File: src/rtl/udp_tx_framer.sv
// udp_tx_framer: streams one Ethernet II / IPv4 / UDP frame (no FCS) as 16-bit words for the
// DM9000A transmit writer, with the IPv4 header checksum built at run time and minimum-length padding.
module udp_tx_framer #(
    parameter logic [47:0] MAC_DST      = 48'h28d2444fd6ac,
    parameter logic [47:0] MAC_SRC      = 48'h123456789ABC,
    parameter logic [31:0] IP_SRC       = 32'hC0A8012C,
    parameter logic [31:0] IP_DST       = 32'hC0A80101,
    parameter logic [15:0] UDP_SRC_PORT = 16'd8000,
    parameter logic [15:0] UDP_DST_PORT = 16'd8000,
    parameter int          MAX_PAYLOAD  = 1472
) (
    input  logic        clk,
    input  logic        rst,
    input  logic        start,
    input  logic [15:0] payload_len,
    input  logic [15:0] pl_data,
    input  logic        pl_valid,
    output logic        pl_ready,
    output logic [15:0] tx_data,
    output logic        tx_valid,
    input  logic        tx_ready,
    output logic        tx_last,
    output logic [15:0] frame_len,
    output logic        busy,
    output logic        done,
    output logic        err
);

    localparam logic [2:0] S_IDLE    = 3'd0;
    localparam logic [2:0] S_CSUM    = 3'd1;
    localparam logic [2:0] S_HDR     = 3'd2;
    localparam logic [2:0] S_PAYLOAD = 3'd3;
    localparam logic [2:0] S_PAD     = 3'd4;
    localparam logic [2:0] S_DONE    = 3'd5;

    localparam logic [15:0] MAX_LEN       = 16'(MAX_PAYLOAD);
    localparam logic [15:0] LAST_HDR_WORD = 16'd20;

    logic [2:0]  r_state;
    logic [15:0] r_len;
    logic [15:0] r_ipId;
    logic [31:0] r_sum;
    logic [15:0] r_csum;
    logic [15:0] r_frameLen;
    logic [15:0] r_totalWords;
    logic [15:0] r_plWords;
    logic [15:0] r_wordIdx;
    logic        r_csumPhase;
    logic        r_err;

    logic [15:0] w_totLen;
    logic [15:0] w_udpLen;
    logic [31:0] w_sumCalc;
    logic [16:0] w_fold1;
    logic [15:0] w_fold2;
    logic [15:0] w_startFrameLen;
    logic [15:0] w_startTotalWords;
    logic [15:0] w_startPlWords;
    logic [15:0] w_hdrWord;
    logic        w_xfer;
    logic        w_lastWord;
    logic        w_lastPl;

    assign w_totLen = r_len + 16'd28;
    assign w_udpLen = r_len + 16'd8;

    assign w_sumCalc = 32'h0000_4500 + {16'h0000, w_totLen} + {16'h0000, r_ipId}
                     + 32'h0000_4000 + 32'h0000_4011
                     + {16'h0000, IP_SRC[31:16]} + {16'h0000, IP_SRC[15:0]}
                     + {16'h0000, IP_DST[31:16]} + {16'h0000, IP_DST[15:0]};

    // Two end-around-carry folds are enough for a sum of ten 16-bit terms.
    assign w_fold1 = {1'b0, r_sum[15:0]} + {1'b0, r_sum[31:16]};
    assign w_fold2 = w_fold1[15:0] + {15'b0, w_fold1[16]};

    assign w_startFrameLen   = (payload_len > 16'd18) ? payload_len + 16'd42 : 16'd60;
    assign w_startTotalWords = {1'b0, w_startFrameLen[15:1]} + {15'b0, w_startFrameLen[0]};
    assign w_startPlWords    = {1'b0, payload_len[15:1]} + {15'b0, payload_len[0]};

    assign w_xfer     = tx_valid & tx_ready;
    assign w_lastWord = (r_wordIdx == r_totalWords - 16'd1);
    assign w_lastPl   = (r_wordIdx == r_plWords + LAST_HDR_WORD);

    // Header words in network (big-endian) order; the byte swap happens on the output mux.
    always_comb begin
        w_hdrWord = 16'h0000;
        case (r_wordIdx)
            16'd0:   w_hdrWord = MAC_DST[47:32];
            16'd1:   w_hdrWord = MAC_DST[31:16];
            16'd2:   w_hdrWord = MAC_DST[15:0];
            16'd3:   w_hdrWord = MAC_SRC[47:32];
            16'd4:   w_hdrWord = MAC_SRC[31:16];
            16'd5:   w_hdrWord = MAC_SRC[15:0];
            16'd6:   w_hdrWord = 16'h0800;
            16'd7:   w_hdrWord = 16'h4500;
            16'd8:   w_hdrWord = w_totLen;
            16'd9:   w_hdrWord = r_ipId;
            16'd10:  w_hdrWord = 16'h4000;
            16'd11:  w_hdrWord = 16'h4011;
            16'd12:  w_hdrWord = r_csum;
            16'd13:  w_hdrWord = IP_SRC[31:16];
            16'd14:  w_hdrWord = IP_SRC[15:0];
            16'd15:  w_hdrWord = IP_DST[31:16];
            16'd16:  w_hdrWord = IP_DST[15:0];
            16'd17:  w_hdrWord = UDP_SRC_PORT;
            16'd18:  w_hdrWord = UDP_DST_PORT;
            16'd19:  w_hdrWord = w_udpLen;
            default: w_hdrWord = 16'h0000;
        endcase
    end

    always_ff @(posedge clk) begin
        if (rst) begin
            r_state      <= S_IDLE;
            r_len        <= 16'h0000;
            r_ipId       <= 16'h0000;
            r_sum        <= 32'h0000_0000;
            r_csum       <= 16'h0000;
            r_frameLen   <= 16'h0000;
            r_totalWords <= 16'h0000;
            r_plWords    <= 16'h0000;
            r_wordIdx    <= 16'h0000;
            r_csumPhase  <= 1'b0;
            r_err        <= 1'b0;
        end else begin
            r_err <= 1'b0;
            case (r_state)
                S_IDLE: begin
                    if (start) begin
                        if (payload_len > MAX_LEN) begin
                            r_err <= 1'b1;
                        end else begin
                            r_len        <= payload_len;
                            r_frameLen   <= w_startFrameLen;
                            r_totalWords <= w_startTotalWords;
                            r_plWords    <= w_startPlWords;
                            r_wordIdx    <= 16'h0000;
                            r_csumPhase  <= 1'b0;
                            r_state      <= S_CSUM;
                        end
                    end
                end
                S_CSUM: begin
                    if (!r_csumPhase) begin
                        r_sum       <= w_sumCalc;
                        r_csumPhase <= 1'b1;
                    end else begin
                        r_csum  <= ~w_fold2;
                        r_state <= S_HDR;
                    end
                end
                S_HDR: begin
                    if (w_xfer) begin
                        r_wordIdx <= r_wordIdx + 16'd1;
                        if (r_wordIdx == LAST_HDR_WORD) begin
                            r_state <= (r_plWords != 16'h0000) ? S_PAYLOAD : S_PAD;
                        end
                    end
                end
                S_PAYLOAD: begin
                    if (w_xfer) begin
                        r_wordIdx <= r_wordIdx + 16'd1;
                        if (w_lastPl) begin
                            r_state <= w_lastWord ? S_DONE : S_PAD;
                        end
                    end
                end
                S_PAD: begin
                    if (w_xfer) begin
                        r_wordIdx <= r_wordIdx + 16'd1;
                        if (w_lastWord) begin
                            r_state <= S_DONE;
                        end
                    end
                end
                S_DONE: begin
                    r_ipId  <= r_ipId + 16'd1;
                    r_state <= S_IDLE;
                end
                default: r_state <= S_IDLE;
            endcase
        end
    end

    // Payload words pass straight through; an odd length blanks the spare high byte.
    always_comb begin
        tx_data  = 16'h0000;
        tx_valid = 1'b0;
        pl_ready = 1'b0;
        case (r_state)
            S_HDR: begin
                tx_valid = 1'b1;
                tx_data  = {w_hdrWord[7:0], w_hdrWord[15:8]};
            end
            S_PAYLOAD: begin
                tx_valid = pl_valid;
                pl_ready = tx_ready;
                if (r_len[0] && w_lastPl) begin
                    tx_data = {8'h00, pl_data[7:0]};
                end else begin
                    tx_data = pl_data;
                end
            end
            S_PAD: begin
                tx_valid = 1'b1;
            end
            default: begin
                tx_valid = 1'b0;
            end
        endcase
    end

    assign tx_last   = tx_valid & w_lastWord;
    assign frame_len = r_frameLen;
    assign busy      = (r_state != S_IDLE);
    assign done      = (r_state == S_DONE);
    assign err       = r_err;

endmodule
File: config.mk
export PLATFORM = sky130hd
export DESIGN_NAME = udp_tx_framer
export DESIGN_NICKNAME = d
export VERILOG_FILES = /design/src/rtl/udp_tx_framer.sv
export SDC_FILE = /design/constraint.sdc
export NUM_CORES = 1
export LEC_CHECK = 0
export CAP_MARGIN = 30
export CORE_ASPECT_RATIO = 1.4
export CORE_MARGIN = 3
export CORE_UTILIZATION = 40
export DETAILED_ROUTE_END_ITERATION = 12
export SYNTH_ARGS = -nofsm -noshare
export SYNTH_HDL_FRONTEND = slang
export SYNTH_SLANG_ARGS = --single-unit
File: constraint.sdc
create_clock -name clk -period 10.4 [get_ports clk]
set_clock_uncertainty 0.15 [all_clocks]
set_input_delay 2.08 -clock clk [delete_from_list [all_inputs] [get_ports clk]]
set_output_delay 2.08 -clock clk [all_outputs]
set_load 0.01 [all_outputs]
==> results_dict.tcl, run 1 <==
set metrics [dict create \
    status "finished, final reports clean" \
    startpoint_type "flop" \
    fin_crit_sh_pct 58.1 \
    tightest_slew_ns 1.06 \
    crit_required_ns 8.17 \
    num_io_pins 75 \
    syn_to_final_growth_pct 15.1 \
    synthDistinctLibCells 81 \
    avgSynthCellArea_um2 7.52 \
    ys_async_sr_fraction_pct 0 \
    dr.first_iter.drc_count 676 \
    synth_ff_type "dfxtp_1" \
    cts.sinks 136 \
    die_h_um 190 \
    synth-seq-area-share_pct 28.1 \
    maxCapViolCount 0 \
    cts_setup_buffers 0 \
    ys_seq_elements 136 \
    slew_headroom_pct 29.3 \
    cts_buffers 17 \
    finalSetupTns_ns 0 \
    antenna-diode-count 0 \
    rows 66 \
    nets 1399 \
    final_area_um2 11200 \
    grt_pass1_vias 9126 \
    mostFrequentLayoutCell "nand2_1" \
    antenna_found_initial 0 \
    final_cell_mix "nand2_1 (168), dfxtp_1 (136), nor2_1 (125)" \
    crit_fanout 12 \
    vias 9352 \
    fillers 2380 \
    yosys_warnings 0 \
    dieArea_um2 26200 \
    cts_tree "built" \
    syn-num-nets 1383 \
    layout-drive-gt1-share_pct 5.01 \
    wl_um 30600 \
    min_period_ns 6.04 \
    reg2reg_setup_slack_ns 6.15 \
    wl_per_cell_um 18.8 \
    setup_ws_ns 4.36 \
    dr.pass1.iters 6 \
    cts_buffer_depth 2 \
    fmax_ghz 0.166 \
    ant_nets 0 \
    syn_inst 1289 \
    core_region_area_um2 23500 \
    arrival_ns 3.81 \
    setup_viol 0 \
    cts_resized 0 \
    dpl_cell_area_um2 10500 \
    clkLatencyLatePin_ns 0.44 \
    rsz0062_at_grt "false" \
    vias_per_cell 5.76 \
    clk_pin_slew_ns 0.06 \
    final_max_slew_viol_count 0 \
    globalplace.congestion 0.972 \
    grt.overflow.total 0 \
    vdd_drop_max_uv 119 \
    finalHoldViolCount 0 \
    htree_levels 4 \
    grt_max_degree 94 \
    syn-cell-area_um2 9700 \
    p_leak_nw 4.04 \
    grt_pass1_wl_um 48500 \
    power_density_nw_per_um2 125 \
    grt_usage_pct 23.7 \
    hp-class "flop to flop" \
    cts_hold_buf 0 \
    initial_utilization_pct 41.2 \
    critical_path_class "flop to primary output" \
    end_kind "primary output" \
    die_w_um 138 \
    dp_hpwl_um 23200 \
    place_ws_ns 4.62 \
    synth-edff-count 0 \
    clockRootBuffer "clkbuf_16" \
    port_buffers 74 \
    drc_errors 0 \
]
==> cells by family after synthesis <==
family,count (synthesis),synth area share [%]
and+or+nand+nor,536,27.3
AOI/OAI and AO/OA,287,18.9
DFF,136,28.1
buffers and inverters,133,5.30
xor gates and xnor gates,131,12.0
adders and majority gates,57,7.51
muxes,9,0.955
==> stage by stage <==
| stage | hold slack, ns | power [mW] | cells | utilization [%] |
|---|---|---|---|---|
| after global placement | 0.292 | 0.788 | 1590 | 44.8 |
| after floorplan | 0.280 | 0.712 | 1289 | - |
| after CTS | 0.313 | 1.40 | 1623 | 47.3 |
| after detailed placement | 0.294 | 0.788 | 1591 | 44.8 |
| final | 0.308 | 1.39 | 1624 | 47.4 |
| after global routing | 0.329 | 1.45 | 1624 | 47.4 |
==> cells in the mapped netlist, drive strengths merged (7+ instances only) <==
cell type,instances,area (µm²)
ha,55,688
nor2,125,469
a31oi,12,75.1
o21ai,60,300
mux2i,7,70.1
or4,7,56.3
nor3,35,195
or3,10,62.6
dfxtp,136,2720
and2,34,214
nor4,18,146
xnor2,81,717
clkbuf,68,256
nand2b,10,62.6
a21oi,94,470
o21a,8,60.1
nand2,168,631
nand4,21,138
a211oi,31,243
inv,47,176
a21o,7,52.6
nor2b,9,56.3
nand3,50,250
and3,17,108
o2bb2ai,8,70.1
a22oi,7,52.6
buf,18,81.3
xor2,50,445
==> power breakdown <==
part,switching [mW],leakage (nW),internal [mW],total (mW)
Combinational,0.120,2.66,0.0822,0.202
Clock,0.263,0.281,0.348,0.611
Sequential,0.0334,1.10,0.543,0.576
==> cell type report <==
| class | instances | area (µm²) | area share (%) |
|---|---|---|---|
| sequential | 136 | 2720 | 24.4 |
| multi-input combinational | 1020 | 6460 | 57.9 |
| clock buffer | 19 | 453 | 4.06 |
| inverter | 47 | 176 | 1.58 |
| tap | 306 | 383 | 3.43 |
| timing repair buffer | 83 | 826 | 7.40 |
| clock inverter | 13 | 138 | 1.23 |
==> routing by layer <==
metal	global-route usage, %	part of all wire (%)	vias up
li1	-	-	4570
met1	27.3	40	4381
met2	41.8	51	312
met3	3.67	4.4	89
met4	11.8	4.7	0
met5	0	0	-
==> flip-flops by register name, summed over array words and instances (netlist names) <==
register and count:
r_sum 19, frame_len 16, r_csum 16, r_ipId 16, r_len 16, r_plWords 16, r_totalWords 16, r_wordIdx 16
r_state 3, err 1, r_csumPhase 1
==> final timing paths <==
check	from	to	cells after the start
worst max-delay path	r_wordIdx[6]	tx_data[11]	7
worst min register to register	frame_len[1]	frame_len[1]	2
worst max register to register	r_len[4]	r_sum[16]	15
worst min-delay path	frame_len[1]	frame_len[1]	2
==> worst max-delay path: stages (launching register included) <==
cell and delay (ns):
dfxtp_1 0.42, nor4_1 0.37, nand3_1 0.30, or2_1 0.48, nor3_2 0.69, a2111oi_0 0.36
o2bb2ai_1 0.21, clkdlybuf4s50_1 0.56
Note: power is estimated with default switching activity, not from simulation.
==> run 2: changes to the inputs <==
clock period = 5.3 ns   (was 10.4 ns; I/O delays follow)
==> run 2 against run 1 <==
  * Clock power increased by 98%
  * Non-clock buffer count rose by 9
  * Cell area rose by 0.45%
  * Via count shrank 1.0%
  * Power is 96% higher
  * Hold slack worse by 0.00071 ns
  * Wire length is 4.5% higher
  * Critical endpoint is now tx_data[7]
  * Largest cell class unchanged
  * Largest power group unchanged
==> results_dict.tcl, run 2 (synthesis results as in run 1) <==
set metrics [dict create \
    cts_buffer_depth 2 \
    clk_pin_slew_ns 0.06 \
    power.share.sequential_pct 41.3 \
    port_buffers 74 \
    grt_max_degree 79 \
    dr.first_iter.drc_count 607 \
    clkPwrFrac_pct 44.2 \
    rsz0062_at_grt "false" \
    critPathTopFamily "simple AND/OR/NAND/NOR gates" \
    fin_crit_sh_pct 94.1 \
    largest_reg_flops 19 \
    die_w_um 138 \
    hp-class "flop to flop" \
    min_from "frame_len[1]" \
    status "finished, final reports clean" \
    fin_cells 1632 \
    critPathMaxStageDelay_ns 0.66 \
    syn_to_final_growth_pct 15.6 \
    power_frac_comb_pct 14.4 \
    ant_nets 0 \
    slew_headroom_pct 34.1 \
    dr.pass1.iters 7 \
    timing.rr.end "r_sum[18]" \
    grt.overflow.total 0 \
    nets 1408 \
    reg2reg_setup_slack_ns 1.06 \
    vias_per_cell 5.67 \
    num_io_pins 75 \
    dp_hpwl_um 24600 \
    reg2regPathDepth 16 \
    die_h_um 190 \
    rows 66 \
    finalHoldViolCount 0 \
    finalSetupTns_ns 0 \
    final_cell_mix "nand2_1 (168), dfxtp_1 (136), nor2_1 (125)" \
    drc_errors 0 \
    dieArea_um2 26200 \
    grt_pass1_wl_um 50000 \
    grt_usage_pct 24.8 \
    maxCapViolCount 0 \
    clockRootBuffer "clkbuf_16" \
    regMostFlops "r_sum" \
    crit_fanout 12 \
    path_cells "nor4_1 > nand3_1 > or2_1 > nor3_2 > nand2_1 > o21ai_0 > a221oi_1 > o21ai_1 > clkdlybuf4s50_1" \
    vias 9258 \
    htree_levels 4 \
    wl_per_cell_um 19.6 \
    cts_resized 0 \
    cts.sinks 136 \
    clkLatencyLatePin_ns 0.43 \
    arrival_ns 3.78 \
    cts_hold_buf 0 \
    wl_um 31900 \
    final_max_slew_viol_count 0 \
    vdd_drop_max_uv 234 \
    globalplace.congestion 0.978 \
    timing.hold.ws_ns 0.307 \
    fmax_ghz 0.201 \
    layout-drive-gt1-share_pct 5.51 \
    antenna_found_initial 0 \
    mostFrequentLayoutCell "nand2_1" \
    crit_required_ns 4.09 \
    startpoint_type "flop" \
    internal_power_mw 1.94 \
    dp.cells 1600 \
    p_total_mw 2.73 \
    switching_share_pct 29.0 \
    hold_end "frame_len[1]" \
    slowest_stage "nor3_2" \
    critical_path_class "flop to primary output" \
    initial_utilization_pct 41.2 \
    holdPathStages 2 \
    cts_setup_buffers 0 \
    r2r-start "r_len[4]" \
    tightest_slew_ns 0.985 \
    grt_pass1_vias 8955 \
    antenna-diode-count 0 \
    setup_viol 0 \
    min_period_ns 4.99 \
    power_density_nw_per_um2 243 \
    cts_tree "built" \
    end_kind "primary output" \
    p_leak_nw 4.08 \
    cts_buffers 17 \
    switching_power_mw 0.791 \
    cp_num_buf_inv 1 \
    core_region_area_um2 23500 \
]
## run 2: worst max-delay path by stage
stage,from,end,slack (ns),cells after the start
after floorplan,r_wordIdx[10],tx_data[1],1.84,10
after global placement,r_plWords[7],tx_data[8],0.85,9
after detailed placement,r_plWords[7],tx_data[14],0.85,9
after CTS,r_plWords[7],tx_data[8],0.38,9
after global routing,r_wordIdx[8],tx_data[7],0.10,9
final,r_wordIdx[8],tx_data[7],0.31,9
## run 2: per-layer routing
metal / GRT usage [%] / routed length (µm)
met5: 0 / 0
met4: 11.1 / 1580
met3: 3.46 / 1200
met2: 45.1 / 16400
met1: 28.2 / 12700
## run 2: layout make-up
type                    count  area, µm²
multi-input cells        1020       6460
repair buffers             92        881
flip-flops and latches    136       2720
fillers                  2422      12300
clock inverters            12        143
clock buffers              19        443
well taps                 306        383
inverters                  47        176
## run 2: power by group through the flow
stage	clock, mW	sequential [mW]	combinational [mW]
floorplan	0	1.12	0.278
global placement	0	1.15	0.390
detailed placement	0	1.15	0.391
CTS	1.23	1.13	0.392
global route	1.27	1.13	0.438
finish	1.21	1.13	0.394
## run 2: stage by stage
stage	worst slack [ns]	util, %	cell area, µm²
6_report	0.314	47.6	11200
5_1_grt	0.101	47.6	11200
4_1_cts	0.382	47.6	11200
3_5_place_dp	0.847	45.1	10600
3_3_place_gp	0.852	45.1	10600
2_1_floorplan	1.84	-	9700
## run 2: worst register-to-register path, delay by kind of cell (launching register included)
family | cells | cell delay, ns
AO/OA/AOI/OAI | 6 | 2.07
XOR/XNOR | 1 | 0.13
adder cells (fa/ha/maj) | 3 | 0.80
buffers and inverters | 3 | 0.40
flip-flops | 1 | 0.29
AND/OR/NAND/NOR | 3 | 0.24
